==> src/rtl/alu_cmd_seq.sv <==
// ============================================================================
// Module   : alu_cmd_seq
// Purpose  : Command sequencer around an external combinational 8-bit ALU:
//            accepts one command, issues it, and holds the response until it
//            is consumed. Optional accumulator chaining is enabled with the
//            macro ALU_CMD_SEQ_ACC_CHAIN_EN.
// Revision : 1.0 - initial release
// ============================================================================
`default_nettype none

module alu_cmd_seq #(
  parameter int CNT_W = 16
) (
  input  logic             clk,
  input  logic             rst,
  input  logic             cmd_valid,
  output logic             cmd_ready,
  input  logic [2:0]       cmd_opcode,
  input  logic [7:0]       cmd_a,
  input  logic [7:0]       cmd_b,
  input  logic             cmd_chain,
  output logic [7:0]       alu_a,
  output logic [7:0]       alu_b,
  output logic [2:0]       alu_opcode,
  input  logic [7:0]       alu_result,
  output logic             rsp_valid,
  input  logic             rsp_ready,
  output logic [7:0]       rsp_data,
  output logic             rsp_zero,
  output logic             rsp_err,
  output logic [CNT_W-1:0] op_count
);

  localparam logic [1:0] c_idle       = 2'd0;
  localparam logic [1:0] c_issue      = 2'd1;
  localparam logic [1:0] c_resp       = 2'd2;
  localparam logic [2:0] c_op_illegal = 3'b111;

  logic [1:0]       r_state;
  logic [7:0]       r_alu_a;
  logic [7:0]       r_alu_b;
  logic [2:0]       r_alu_opcode;
  logic [7:0]       r_rsp_data;
  logic             r_rsp_zero;
  logic             r_rsp_err;
  logic [CNT_W-1:0] r_op_count;

  logic             w_accept;
  logic             w_rsp_done;
  logic [7:0]       w_opnd_a;

  assign cmd_ready  = (r_state == c_idle);
  assign rsp_valid  = (r_state == c_resp);
  assign w_accept   = cmd_valid & cmd_ready;
  assign w_rsp_done = rsp_valid & rsp_ready;

  assign alu_a      = r_alu_a;
  assign alu_b      = r_alu_b;
  assign alu_opcode = r_alu_opcode;
  assign rsp_data   = r_rsp_data;
  assign rsp_zero   = r_rsp_zero;
  assign rsp_err    = r_rsp_err;
  assign op_count   = r_op_count;

`ifdef ALU_CMD_SEQ_ACC_CHAIN_EN
  logic [7:0] r_acc;

  // Only successful results feed the chain; illegal-op responses leave it intact.
  always_ff @(posedge clk) begin
    if (rst) begin
      r_acc <= 8'h00;
    end else if (w_rsp_done && !r_rsp_err) begin
      r_acc <= r_rsp_data;
    end
  end

  assign w_opnd_a = cmd_chain ? r_acc : cmd_a;
`else
  logic w_unused_chain;
  assign w_unused_chain = cmd_chain;
  assign w_opnd_a       = cmd_a;
`endif

  always_ff @(posedge clk) begin
    if (rst) begin
      r_state      <= c_idle;
      r_alu_a      <= 8'h00;
      r_alu_b      <= 8'h00;
      r_alu_opcode <= 3'b000;
      r_rsp_data   <= 8'h00;
      r_rsp_zero   <= 1'b0;
      r_rsp_err    <= 1'b0;
      r_op_count   <= '0;
    end else begin
      case (r_state)
        c_idle: begin
          if (w_accept) begin
            // Illegal opcodes never reach the ALU, so its inputs keep their last values.
            if (cmd_opcode == c_op_illegal) begin
              r_rsp_data <= 8'h00;
              r_rsp_zero <= 1'b0;
              r_rsp_err  <= 1'b1;
              r_state    <= c_resp;
            end else begin
              r_alu_a      <= w_opnd_a;
              r_alu_b      <= cmd_b;
              r_alu_opcode <= cmd_opcode;
              r_state      <= c_issue;
            end
          end
        end
        c_issue: begin
          r_rsp_data <= alu_result;
          r_rsp_zero <= (alu_result == 8'h00);
          r_rsp_err  <= 1'b0;
          r_state    <= c_resp;
        end
        c_resp: begin
          if (w_rsp_done) begin
            r_op_count <= r_op_count + CNT_W'(1);
            r_state    <= c_idle;
          end
        end
        default: begin
          r_state <= c_idle;
        end
      endcase
    end
  end

endmodule

`default_nettype wire

==> config.mk <==
export PLATFORM = sky130hd
export DESIGN_NAME = alu_cmd_seq
export DESIGN_NICKNAME = d
export VERILOG_FILES = /design/src/rtl/alu_cmd_seq.sv
export SDC_FILE = /design/constraint.sdc
export NUM_CORES = 1
export LEC_CHECK = 0
export CAP_MARGIN = 25
export CORE_UTILIZATION = 47
export CTS_BUF_LIST = sky130_fd_sc_hd__clkbuf_8
export DETAILED_ROUTE_END_ITERATION = 8
export GPL_TIMING_DRIVEN = 0
export PLACE_DENSITY = 0.85
export REMOVE_ABC_BUFFERS = 1
export SETUP_SLACK_MARGIN = 0.4
export SYNTH_ARGS = -nofsm -noshare
export SYNTH_HDL_FRONTEND = slang
export SYNTH_SLANG_ARGS = --single-unit
==> constraint.sdc <==
create_clock -name clk -period 3.1 [get_ports clk]
set_clock_uncertainty 0.2 [all_clocks]
set_input_delay 0.62 -clock clk [delete_from_list [all_inputs] [get_ports clk]]
set_output_delay 0.62 -clock clk [all_outputs]
set_load 0.005 [all_outputs]
==> results of run 1 <==
## power breakdown
part / switching (mW) / internal (mW) / total (mW)
Clock: 0.196 / 0.261 / 0.457
Sequential: 0.0157 / 0.629 / 0.645
Combinational: 0.0701 / 0.102 / 0.173
## per-layer routing
| layer | global-route usage [%] | vias to the layer above |
|---|---|---|
| met4 | 7.50 | 0 |
| met1 | 25.2 | 807 |
| met2 | 39.9 | 54 |
| met3 | 7.39 | 4 |
| li1 | - | 877 |
| met5 | 0 | - |
## worst max-delay path: cells and delay by family
kind            cells  cell delay, ps
simple gates        3            1200
buf+inv             1             500
compound gates      1              80
## cells in the mapped netlist, types with 4 or more instances
cell type  count  share of area [%]
a21oi_1       23                6.3
a22oi_1        8                3.3
buf_2          5                1.4
clkbuf_1       6                1.2
dfxtp_1       47                 51
nand2_1       40                8.2
nand3_1        7                1.9
nand4_1        4                1.4
nor2_1        21                4.3
o21ai_0        5                1.4
or3_1          5                1.7
xnor2_1        4                1.9
xor2_1         6                2.9
## timing repair
action,4_1_cts,5_1_grt
gates resized for setup,0,1
endpoints found under the setup margin,0,1
setup buffers,0,0
## cells by family (layout without fill, tap and decap cells)
group,after synthesis,after routing
simple gates,100,100
flops,47,47
compound gates,40,40
buf+inv,13,88
xor+xnor,10,10
fa+ha+maj,1,1
mux,1,1
## layout make-up
cell class / count / area, sq um / area share (%)
Sequential cell: 47 / 941 / 34.3
Clock inverter: 2 / 35.0 / 1.28
Timing Repair Buffer: 78 / 773 / 28.2
Tap cell: 48 / 60.1 / 2.19
Multi-Input combinational cell: 152 / 847 / 30.8
Clock buffer: 6 / 82.6 / 3.01
Inverter: 2 / 7.51 / 0.273
## through the flow
stage	setup slack [ps]	cell area [sq um]	hold WS, ps
6_report	648	2750	257
2_1_floorplan	768	1790	242
4_1_cts	537	2740	259
3_3_place_gp	-118	2620	239
5_1_grt	540	2750	282
3_5_place_dp	231	2630	247
## registers in the layout (all words and copies together) (netlist names)
name and flops:
alu_opcode 3, rsp_zero 1, alu_a 8, rsp_data 8, r_state 2, rsp_err 1
alu_b 8, op_count 16
## worst paths after layout
check / endpoint / start / slack [ps] / depth (start not counted)
worst min-delay path: alu_b[0] / alu_b[0] / 260 / 2
worst max-delay path: alu_a[2] / cmd_valid / 650 / 5
worst min register to register: alu_b[0] / alu_b[0] / 260 / 2
worst max register to register: alu_a[2] / r_state[1] / 1040 / 4
==> impl_metrics.toml, run 1 <==
[outcome]
outcome = "finished, final reports clean"

[detailed_routing]
met1_length_um = 1890
drtIter0Drc = 115
dr_wl_met2_um = 2160
wl_um = 4360
drc = 0
drtAntennaViolNets = 0
viasPerCell = 5.20
vias = 1742
dr_wl_met3_um = 284
routed.top_layer = "met4"
dr.pass1.iters = 4
wl_per_cell_um = 13.0

[clock_tree]
cts-buffers-inserted = 5
htreeDepth = 2
insertion_delay_ps = 300
clkTransAtPathRegs_ps = 90
numClockSinks = 47
cts_hold_buf = 0
clk_path_buf_depth = 2
cts_root_buf = "clkbuf_8"
cts_tree = "yes"

[power]
powerDensity_nw_per_um2 = 464
p_leak_nw = 1.00
ir_worst_vdd_uv = 316
power_mw = 1.27

[timing]
worst_slew_pin_slew_ps = 765
setup_viol = 0
hold_viol_final = 0
max_slew_margin_pct = 48.3
rsz0062_at_grt = "false"
max_freq_mhz = 408
tns_ps = 0
post-route-min-period_ps = 2450
period_share_pct = 79.1
slew_viol_final = 0

[synthesis]
synth_top_family_by_area = "simple AND/OR/NAND/NOR gates"
synth_xor_xnor_area_share_pct = 4.76
synth_fa_ha_area_share_pct = 0.680
syn_area_sq_um = 1840
syn-instance-count = 212
ys_ff_latch = 47
ys_dominant_reg_cell = "dfxtp_1"
synth.distinct_cells = 33
synth_edf_count = 0
synth_mux_area_share_pct = 0.544
async_reset_ff_share_pct = 0
ys_warn_count = 0
synth_simple_gate_area_share_pct = 26.9
synth-compound-area-share_pct = 13.1
avgSynthCellArea_sq_um = 8.68
ys_seq_area_share_pct = 51.1

[global_route]
antenna_found_initial = 0
gr-usage-all-layers_pct = 22.5
grt_pass1_vias = 1635
grt_max_degree = 46
grt_pass1_wl_um = 7220
grt-ovfl-total = 0

[critical_path]
crit_type = "primary input to flop"
worst-endpoint-arrival_ps = 2400
slowest_delay_ps = 500
critPathMaxFanout = 18
cp_data_required_time_ps = 3050
cp-end-kind = "flop"
slowest_stage = "clkdlybuf4s50_1"
worstSetupStartpointType = "primary input"
cp_cell_sequence = "clkdlybuf4s50_1 > or3b_2 > nand2b_1 > nand2_1 > a21oi_1"

[placed_design]
portBuffers = 77
dp_cells = 327
dp_hpwl_um = 2950
finalWeightedCongestion = 0.759

[cells_and_area]
fillers = 280
utilization_pct = 73.9
layout_commonest_cell = "clkdlybuf4s50_1"
nNetsFinal = 319
final_cell_mix = "clkdlybuf4s50_1, dfxtp_1, nand2_1, a21oi_1, nor2_1"
syn_to_final_growth_pct = 49.2
n_antenna_cell = 0
instances_no_fill = 335
drive_gt1_share_pct = 5.57

[floorplanning]
die-area_sq_um = 4170
fp.dieW_um = 64.6
rows = 22
core_area_sq_um = 3720
die_y_um = 64.6
start_util_pct = 49.5
boundaryPins = 79

[hold_path]
holdCritPathClass = "flop to flop"

[run]
cap_viol_max_count = 0
No activity file was read; power rests on OpenSTA's default activity.
==> inputs of run 2 (changes only) <==
CORE_UTILIZATION = 39   (was 47)
PLACE_DENSITY = 0.75   (was 0.85)
clock period = 2 ns   (was 3.1 ns; I/O delays follow)
==> run 2 against run 1 <==
Against the previous run: the run now ends with design-rule violations left; via count is 9.8% higher; sequential cell count did not move; count of clock-buffer cells in the layout fell by 1; global-route usage decreased by 2.1 points; first-iteration DRC count is 50% lower; worst hold slack lost 4.9 ps; routed wire length grew 19%; final cell count rose by 8.7%; sequential power increased by 53%.
==> impl_metrics.toml, run 2 (synthesized netlist as in run 1, its figures left out) <==
[placed_design]
finalWeightedCongestion = 0.849
place_ws_ps = -520
portBuffers = 77
place_area_sq_um = 2640
dp_hpwl_um = 2940

[critical_path]
rr_worst_depth = 4
worst-endpoint-arrival_ps = 1770
critPathLaunch = "r_state[0]"
r2r-start = "r_state[0]"
critPathMaxFanout = 5
critPathBufInv = 0
slowest_delay_ps = 530
reg2reg_slack_ps = 240
slowest_stage = "or4_4"
cp_data_required_time_ps = 2010
cp_top_family = "simple AND/OR/NAND/NOR gates"
r2r-end = "op_count[13]"
cp_cell_sequence = "nand3b_4 > or4_4 > or3_4 > a21oi_2"
crit_type = "flop to flop"
cp-end-kind = "flop"
worstSetupStartpointType = "flop"

[clock_tree]
cts-buffers-inserted = 5
numClockSinks = 47
insertion_delay_ps = 290
cts_tree = "yes"
cts_root_buf = "clkbuf_8"
clk_path_buf_depth = 2
htreeDepth = 2
cts_hold_buf = 0
clkTransAtPathRegs_ps = 80

[timing]
post-route-min-period_ps = 1760
max_freq_mhz = 567
hold_viol_final = 0
setup_slack_ps = 237
max_slew_margin_pct = 47.1
rsz0062_at_grt = "true"
period_share_pct = 88.2
worst_slew_pin_slew_ps = 794
setup_viol = 0
slew_viol_final = 0
tns_ps = 0

[power]
powerDensity_nw_per_um2 = 585
pwr-share-clk_pct = 28.4
p_sw_share_pct = 24.7
p_leak_nw = 1.41
ir_worst_vdd_uv = 318
switchingPower_mw = 0.447
p_int_mw = 1.37
seq_power_share_pct = 54.6
pwr-share-comb_pct = 17.0

[global_route]
grt_max_degree = 46
antenna_found_initial = 0
grt_pass1_vias = 1786
grt-ovfl-total = 0
grt_pass1_wl_um = 8180
gr-usage-all-layers_pct = 20.4

[detailed_routing]
wl_um = 5200
drc = 10
wl_per_cell_um = 14.3
viasPerCell = 5.26
vias = 1913
drtAntennaViolNets = 0
drtIter0Drc = 58
dr.pass1.iters = 6

[cells_and_area]
layout_commonest_cell = "dlygate4sd2_1"
nNetsFinal = 346
largest_register_ffs = 16
final_cell_mix = "dlygate4sd2_1, nand2_1, clkdlybuf4s50_1, a21oi_1, dfxtp_1"
multi_input_comb_area_sq_um = 1020
syn_to_final_growth_pct = 68.3
fillers = 363
design_area_sq_um = 3100
n_antenna_cell = 0
seqCellArea_sq_um = 996
drive_gt1_share_pct = 27.9

[hold_path]
whs_path_depth = 2
hp-start = "alu_b[4]"
min_to = "alu_b[4]"
holdCritPathClass = "flop to flop"

[floorplanning]
fp.dieW_um = 70.7
core_area_sq_um = 4440
die-area_sq_um = 5000
die_y_um = 70.7
rows = 24
start_util_pct = 41.4
boundaryPins = 79

[run]
cap_viol_max_count = 0

[outcome]
outcome = "complete, but fails checks"
violations = "design-rule violations"
==> run 2: how the worst max path moves through the flow <==
stage | depth (start not counted) | to
final | 4 | op_count[13]
after global routing | 4 | op_count[13]
after CTS | 4 | op_count[15]
after detailed placement | 5 | alu_a[4]
after global placement | 4 | alu_opcode[0]
after floorplan | 3 | alu_opcode[0]
==> run 2: through the flow <==
step	hold WS (ps)	power, mW	cells	utilization [%]
global placement	238	1.29	330	59.1
floorplan	242	1.11	201	-
finish	252	1.81	364	69.7
CTS	255	1.82	360	67.4
detailed placement	246	1.29	331	59.3
global route	278	1.90	364	69.7
==> run 2: final cells by class <==
| cell class | instances | share of cell area, % |
|---|---|---|
| timing repair buffer | 103 | 30.1 |
| multi-input combinational | 154 | 33.0 |
| sequential | 47 | 32.1 |
| clock buffer | 5 | 2.22 |
| clock inverter | 1 | 0.121 |
| inverter | 2 | 0.242 |
| tap | 52 | 2.10 |
==> run 2: per-layer routing <==
metal | part of all wire [%] | GRT usage [%]
met1 | 40 | 24.1
met2 | 53 | 37.2
met3 | 4.9 | 2.56
met4 | 2.2 | 8.22
met5 | 0 | 0
==> run 2: power groups by stage <==
stage                     clock network, mW  logic, mW  registers [mW]
after floorplan                           0     0.0864            1.02
after detailed placement                  0      0.270            1.02
after global routing                  0.570      0.333           0.996
after global placement                    0      0.265            1.02
after CTS                             0.529      0.298           0.990
final                                 0.515      0.308           0.990
==> run 2: tightest hold or removal path, stage by stage (launching register included) <==
cell     delay, ps
dfxtp_1        310
nand2_1         50
a21oi_1         50
==> run 2: timing repair <==
item	CTS	global route
setup endpoints to repair	87	44
buffers inserted	20	4
gates resized for setup	113	18
cloned	3	0
pin swaps	13	4
==> inputs of run 3 (changes only) <==
CORE_UTILIZATION = 38   (was 39)
CTS_BUF_LIST = not set   (was sky130_fd_sc_hd__clkbuf_8)
PLACE_DENSITY = 0.73   (was 0.75)
==> run 3 against run 2 <==
Against the previous run: the run now ends clean; routed wire length shrank 0.37%; via count fell by 3.0%; maximum frequency fell by 0.67%; die area rose by 2.6%; count of clock-buffer cells in the layout increased by 1; non-clock buffer count is 1 lower; largest cell class unchanged; largest power group unchanged.
==> impl_metrics.toml, run 3 (synthesized netlist as in run 1, its figures left out) <==
[timing]
rsz0062_at_grt = "true"
max_slew_margin_pct = 41.0
hold_viol_final = 0
setup_viol = 0
setup_slack_ps = 225
max_freq_mhz = 563
period_share_pct = 88.7
tns_ps = 0
post-route-min-period_ps = 1770
slew_viol_final = 0
hold_ws_ps = 251
worst_slew_pin_slew_ps = 884

[detailed_routing]
drc = 0
dr.pass1.iters = 3
wl_per_cell_um = 14.2
drtAntennaViolNets = 0
vias = 1855
viasPerCell = 5.07
drtIter0Drc = 78
wl_um = 5180

[clock_tree]
clkTransAtPathRegs_ps = 90
cts-buffers-inserted = 5
cts_root_buf = "clkbuf_8"
numClockSinks = 47
insertion_delay_ps = 290
htreeDepth = 2
cts_hold_buf = 0
cts_tree = "yes"
clk_path_buf_depth = 2

[global_route]
antenna_found_initial = 0
grt_pass1_wl_um = 8470
gr-usage-all-layers_pct = 21.1
grt_max_degree = 46
grt_pass1_vias = 1798
grt-ovfl-total = 0

[power]
ir_worst_vdd_uv = 411
p_leak_nw = 1.44
powerDensity_nw_per_um2 = 640
power_mw = 2.03

[placed_design]
portBuffers = 77
place_ws_ps = -572
finalWeightedCongestion = 0.789
dp_hpwl_um = 2930

[cells_and_area]
final_cell_mix = "dlygate4sd2_1, nand2_1, clkdlybuf4s50_1, dfxtp_2, nor2_1"
n_antenna_cell = 0
nNetsFinal = 346
drive_gt1_share_pct = 32.2
utilization_pct = 70.5
layout_commonest_cell = "dlygate4sd2_1"
largest_register_ffs = 16
fillers = 360
syn_to_final_growth_pct = 72.5

[floorplanning]
core_area_sq_um = 4500
boundaryPins = 79
rows = 24
die_y_um = 71.6
die-area_sq_um = 5130
start_util_pct = 40.9
fp.dieW_um = 71.6

[run]
cap_viol_max_count = 0

[critical_path]
cp_cell_sequence = "dlygate4sd2_1 > nand3b_4 > or4_4 > or3_4 > a21oi_2"
cp_data_required_time_ps = 2020
worstSetupStartpointType = "primary input"
worst-endpoint-arrival_ps = 1790
critPathMaxFanout = 4
slowest_stage = "or4_4"
crit_type = "primary input to flop"
cp-end-kind = "flop"
slowest_delay_ps = 530

[hold_path]
holdCritPathClass = "flop to flop"

[outcome]
outcome = "finished, final reports clean"
[run 3: cell types whose count changed in the layout (fill, tap and decap cells not counted), moves of 2 or more]
cell     delta
a21oi_1     -4
nand2_1     -3
a21oi_2     +4
buf_6       +4
buf_4       -3
nand2_2     +2
dfxtp_1     -5
dfxtp_2     +6
[run 3: layer usage]
metal	routed length, um	vias up	global-route usage [%]
met3	229	5	4.36
met1	2350	868	26.4
met2	2540	43	36.0
met4	58	0	7.63
met5	0	-	0
li1	-	939	-
[run 3: report_power, final]
part | switching [mW] | internal [mW] | total, mW
clock network | 0.314 | 0.405 | 0.719
registers | 0.0225 | 0.970 | 0.992
logic | 0.145 | 0.178 | 0.322
total | 0.481 | 1.55 | 2.03
[run 3: final cells by class]
cell class                      count  area [sq um]  area share (%)
Clock buffer                        6          82.6            2.60
Clock inverter                      2          35.0            1.10
Inverter                            2          7.51           0.236
Multi-Input combinational cell    155          1060            33.3
Tap cell                           52          65.1            2.05
Timing Repair Buffer              102           928            29.2
Sequential cell                    47          1000            31.5
[run 3: per-stage QoR]
stage	cells	area (sq um)
6_report	366	3180
5_1_grt	366	3180
4_1_cts	361	3030
3_5_place_dp	331	2640
3_3_place_gp	330	2630
2_1_floorplan	201	1790
[run 3: critical path, delay by kind of cell]
| kind | cells | cell delay (ps) |
|---|---|---|
| AOI/OAI and AO/OA | 1 | 110 |
| buffers and inverters | 1 | 300 |
| and+or+nand+nor | 3 | 970 |
[run 3: timing repair]
item	in CTS	in global routing
gates resized for setup	122	25
pin swaps	16	12
cloned	3	1
setup endpoints to repair	88	38
buffers inserted	19	4
[run 3: path summary, 6_finish.rpt]
check             depth (start not counted)  startpoint      endpoint  slack [ps]
hold reg to reg                           2    alu_a[1]      alu_a[1]         250
setup / recovery                          5   rsp_ready  op_count[15]         230
setup reg to reg                          4  r_state[0]  op_count[15]         230
hold / removal                            2    alu_a[1]      alu_a[1]         250
==> RTL change: new RTL, flow settings as in run 3 <==
Build with the macro `ALU_CMD_SEQ_ACC_CHAIN_EN` defined.
--- a/src/rtl/alu_cmd_seq.sv
+++ b/src/rtl/alu_cmd_seq.sv
@@ -8,4 +8,6 @@
 // ============================================================================
 `default_nettype none
+
+`define ALU_CMD_SEQ_ACC_CHAIN_EN
 
 module alu_cmd_seq #(
Formal check against the unedited RTL: not equivalent (a bounded check fails within 4 cycles, from zero or initial values and one cycle with rst high).
==> RTL change against run 3 <==
Routed wire length up 20%. Worst setup slack improved by 35 ps. Synthesized area is 18% higher. Synthesized cell count up 17%. Global-route usage fell by 1.7 points. Sequential cell count rose by 8. Design area is 13% higher. Total power is 3.6% higher. Critical path type is now register to register. Maximum frequency increased by 2.0%. Die area is 17% higher.
==> RTL change: results (changes against run 3) <==
placed_design:
  numPortBuffers: 78  # was 77
  routabilityCongestion: 0.7350  # was 0.7886
  placed_area_um2: 2983  # was 2635 µm²
  place_ws_ps: -404.9  # was -571.7 ps
  dp_hpwl_mm: 3.560  # was 2.928 mm
synthesis:
  synth.distinct_cells: 33  # unchanged
  yosysWarnings: 0  # unchanged
  seq_area_frac_synth_pct: 50.84  # was 51.12%
  netlist_top_cells_count: "dfxtp_1, nand2_1, a21oi_1, nor2_1, clkbuf_1"  # was dfxtp_1, nand2_1, a21oi_1
  synth.area.top_cells: "dfxtp_1, nand2_1, a21oi_1"  # unchanged
  async_flop_share_pct: 0  # unchanged
pwr:
  power_leakage_nw: 1.545  # was 1.441 nW
  ir_drop_mv: 0.3474  # was 0.4111 mV
route:
  via_per_inst: 5.125  # was 5.068
  firstDrtPassIters: 4  # was 3
  first_iter_violations: 106  # was 78
  wire_per_inst_um: 14.31  # was 14.15 µm
setup_path:
  arrival_ps: 1790  # about the same
  reg2reg_slack_ps: 260  # was 230 ps
  crit_slowest_cell: "or3_4"  # was or4_4
  critPathMaxStageDelay_ps: 440  # was 530 ps
  crit_start: "op_count[8]$_SDFFE_PP0P_"  # was rsp_ready
  worstPathMaxFanout: 6  # was 4
finish:
  drive_above_1_share_pct: 34.63  # was 32.17%
  nNetsFinal: 393  # was 346
  num_antenna_cells: 0  # unchanged
  fillCellCount: 466  # was 360
global_routing:
  grt_pass1_wl_mm: 9.397  # was 8.466 mm
  grt_antenna_before_repair: 0  # unchanged
  grt_pass1_vias: 2079  # was 1798
  track_usage_pct: 19.40  # was 21.06%
  gr-total-overflow: 0  # unchanged
  grt_max_degree: 49  # was 46
timing:
  fin_crit_ps: 1740  # was 1775 ps
  slew_headroom_pct: 63.15  # was 41.05%
worst_hold_path:
  min_from: "alu_b[3]$_SDFFE_PP0P_"  # was alu_a[1]$_SDFFE_PP0P_
outcome:
  status: "finished, final reports clean"  # unchanged
clock_network:
  clock_latency_ps: 310  # was 290 ps
  htree_levels: 2  # unchanged
==> RTL change: changes by cell type after synthesis, sizes merged, moves of 3 or more <==
cell,delta
a211oi,+8
a22o,+8
a22oi,-8
dfxtp,+8
mux2i,+7
nor2,+6
nand2,+5
xor2,-5
a21oi,+4
xnor2,+4
clkbuf,+3
inv,+3
==> RTL change: per-layer routing <==
| metal | up-vias | global-route usage, % | share of wire [%] |
|---|---|---|---|
| met5 | - | 0 | 0 |
| met4 | 0 | 7.547 | 2.4 |
| met3 | 14 | 4.824 | 5.2 |
| met2 | 64 | 33.63 | 49 |
| met1 | 1059 | 22.87 | 44 |
| li1 | 1082 | - | - |
==> RTL change: path summary, 6_finish.rpt <==
path,end,cells past startpoint
worst max-delay path,op_count[15]$_SDFFE_PP0P_,4
worst min register to register,alu_b[3]$_SDFFE_PP0P_,2
worst min-delay path,alu_b[3]$_SDFFE_PP0P_,2
worst max register to register,op_count[15]$_SDFFE_PP0P_,4
==> RTL change: cell families (layout without fill, tap and decap cells) <==
group	count (synthesis)	in the layout	synth area share [%]
adders and majority gates	1	1	0.5776
and+or+nand+nor	106	108	23.22
muxes	8	8	3.697
AOI/OAI and AO/OA	51	51	14.91
xor gates and xnor gates	9	9	3.640
buffers and inverters	18	129	3.119
DFF	55	55	50.84
==> RTL change: repair_timing <==
action | in CTS | in global routing
setup buffers | 30 | 8
hold buffers | 0 | 0
cloned | 0 | 2
setup endpoints to repair | 96 | 53
pin swaps | 15 | 10
gates resized for setup | 130 | 22
==> RTL change: worst max-delay path: cells and delay by family (launching register included) <==
| kind | cells | cell delay (ps) |
|---|---|---|
| simple gates | 3 | 1010 |
| flops | 1 | 360 |
| compound gates | 1 | 120 |
==> RTL change: stage by stage <==
step	total power [W]	hold WS [ps]	std cells	TNS [ps]
2_1_floorplan	0.001283	230.0	235	0
3_3_place_gp	0.001470	241.6	385	-34860
3_5_place_dp	0.001473	246.0	385	-9510
6_report	0.002107	254.0	433	0
5_1_grt	0.002217	277.6	433	0
4_1_cts	0.002092	257.2	423	0
==> RTL change: final cells by class <==
type / instances / area, µm² / area share [%]
Inverter: 5 / 18.77 / 0.5250
Sequential cell: 55 / 1180 / 33.01
Tap cell: 72 / 90.09 / 2.520
Multi-Input combinational cell: 177 / 1181 / 33.04
Timing Repair Buffer: 116 / 1012 / 28.32
Clock buffer: 5 / 68.82 / 1.925
Clock inverter: 3 / 23.77 / 0.6650
==> RTL change: where the power goes <==
part | internal [W] | total, W | switching [W] | leakage (nW)
Combinational | 0.000177 | 0.000324 | 0.000147 | 1.03
Clock | 0.000253 | 0.000628 | 0.000375 | 0.0461
Sequential | 0.00113 | 0.00116 | 0.0000240 | 0.469
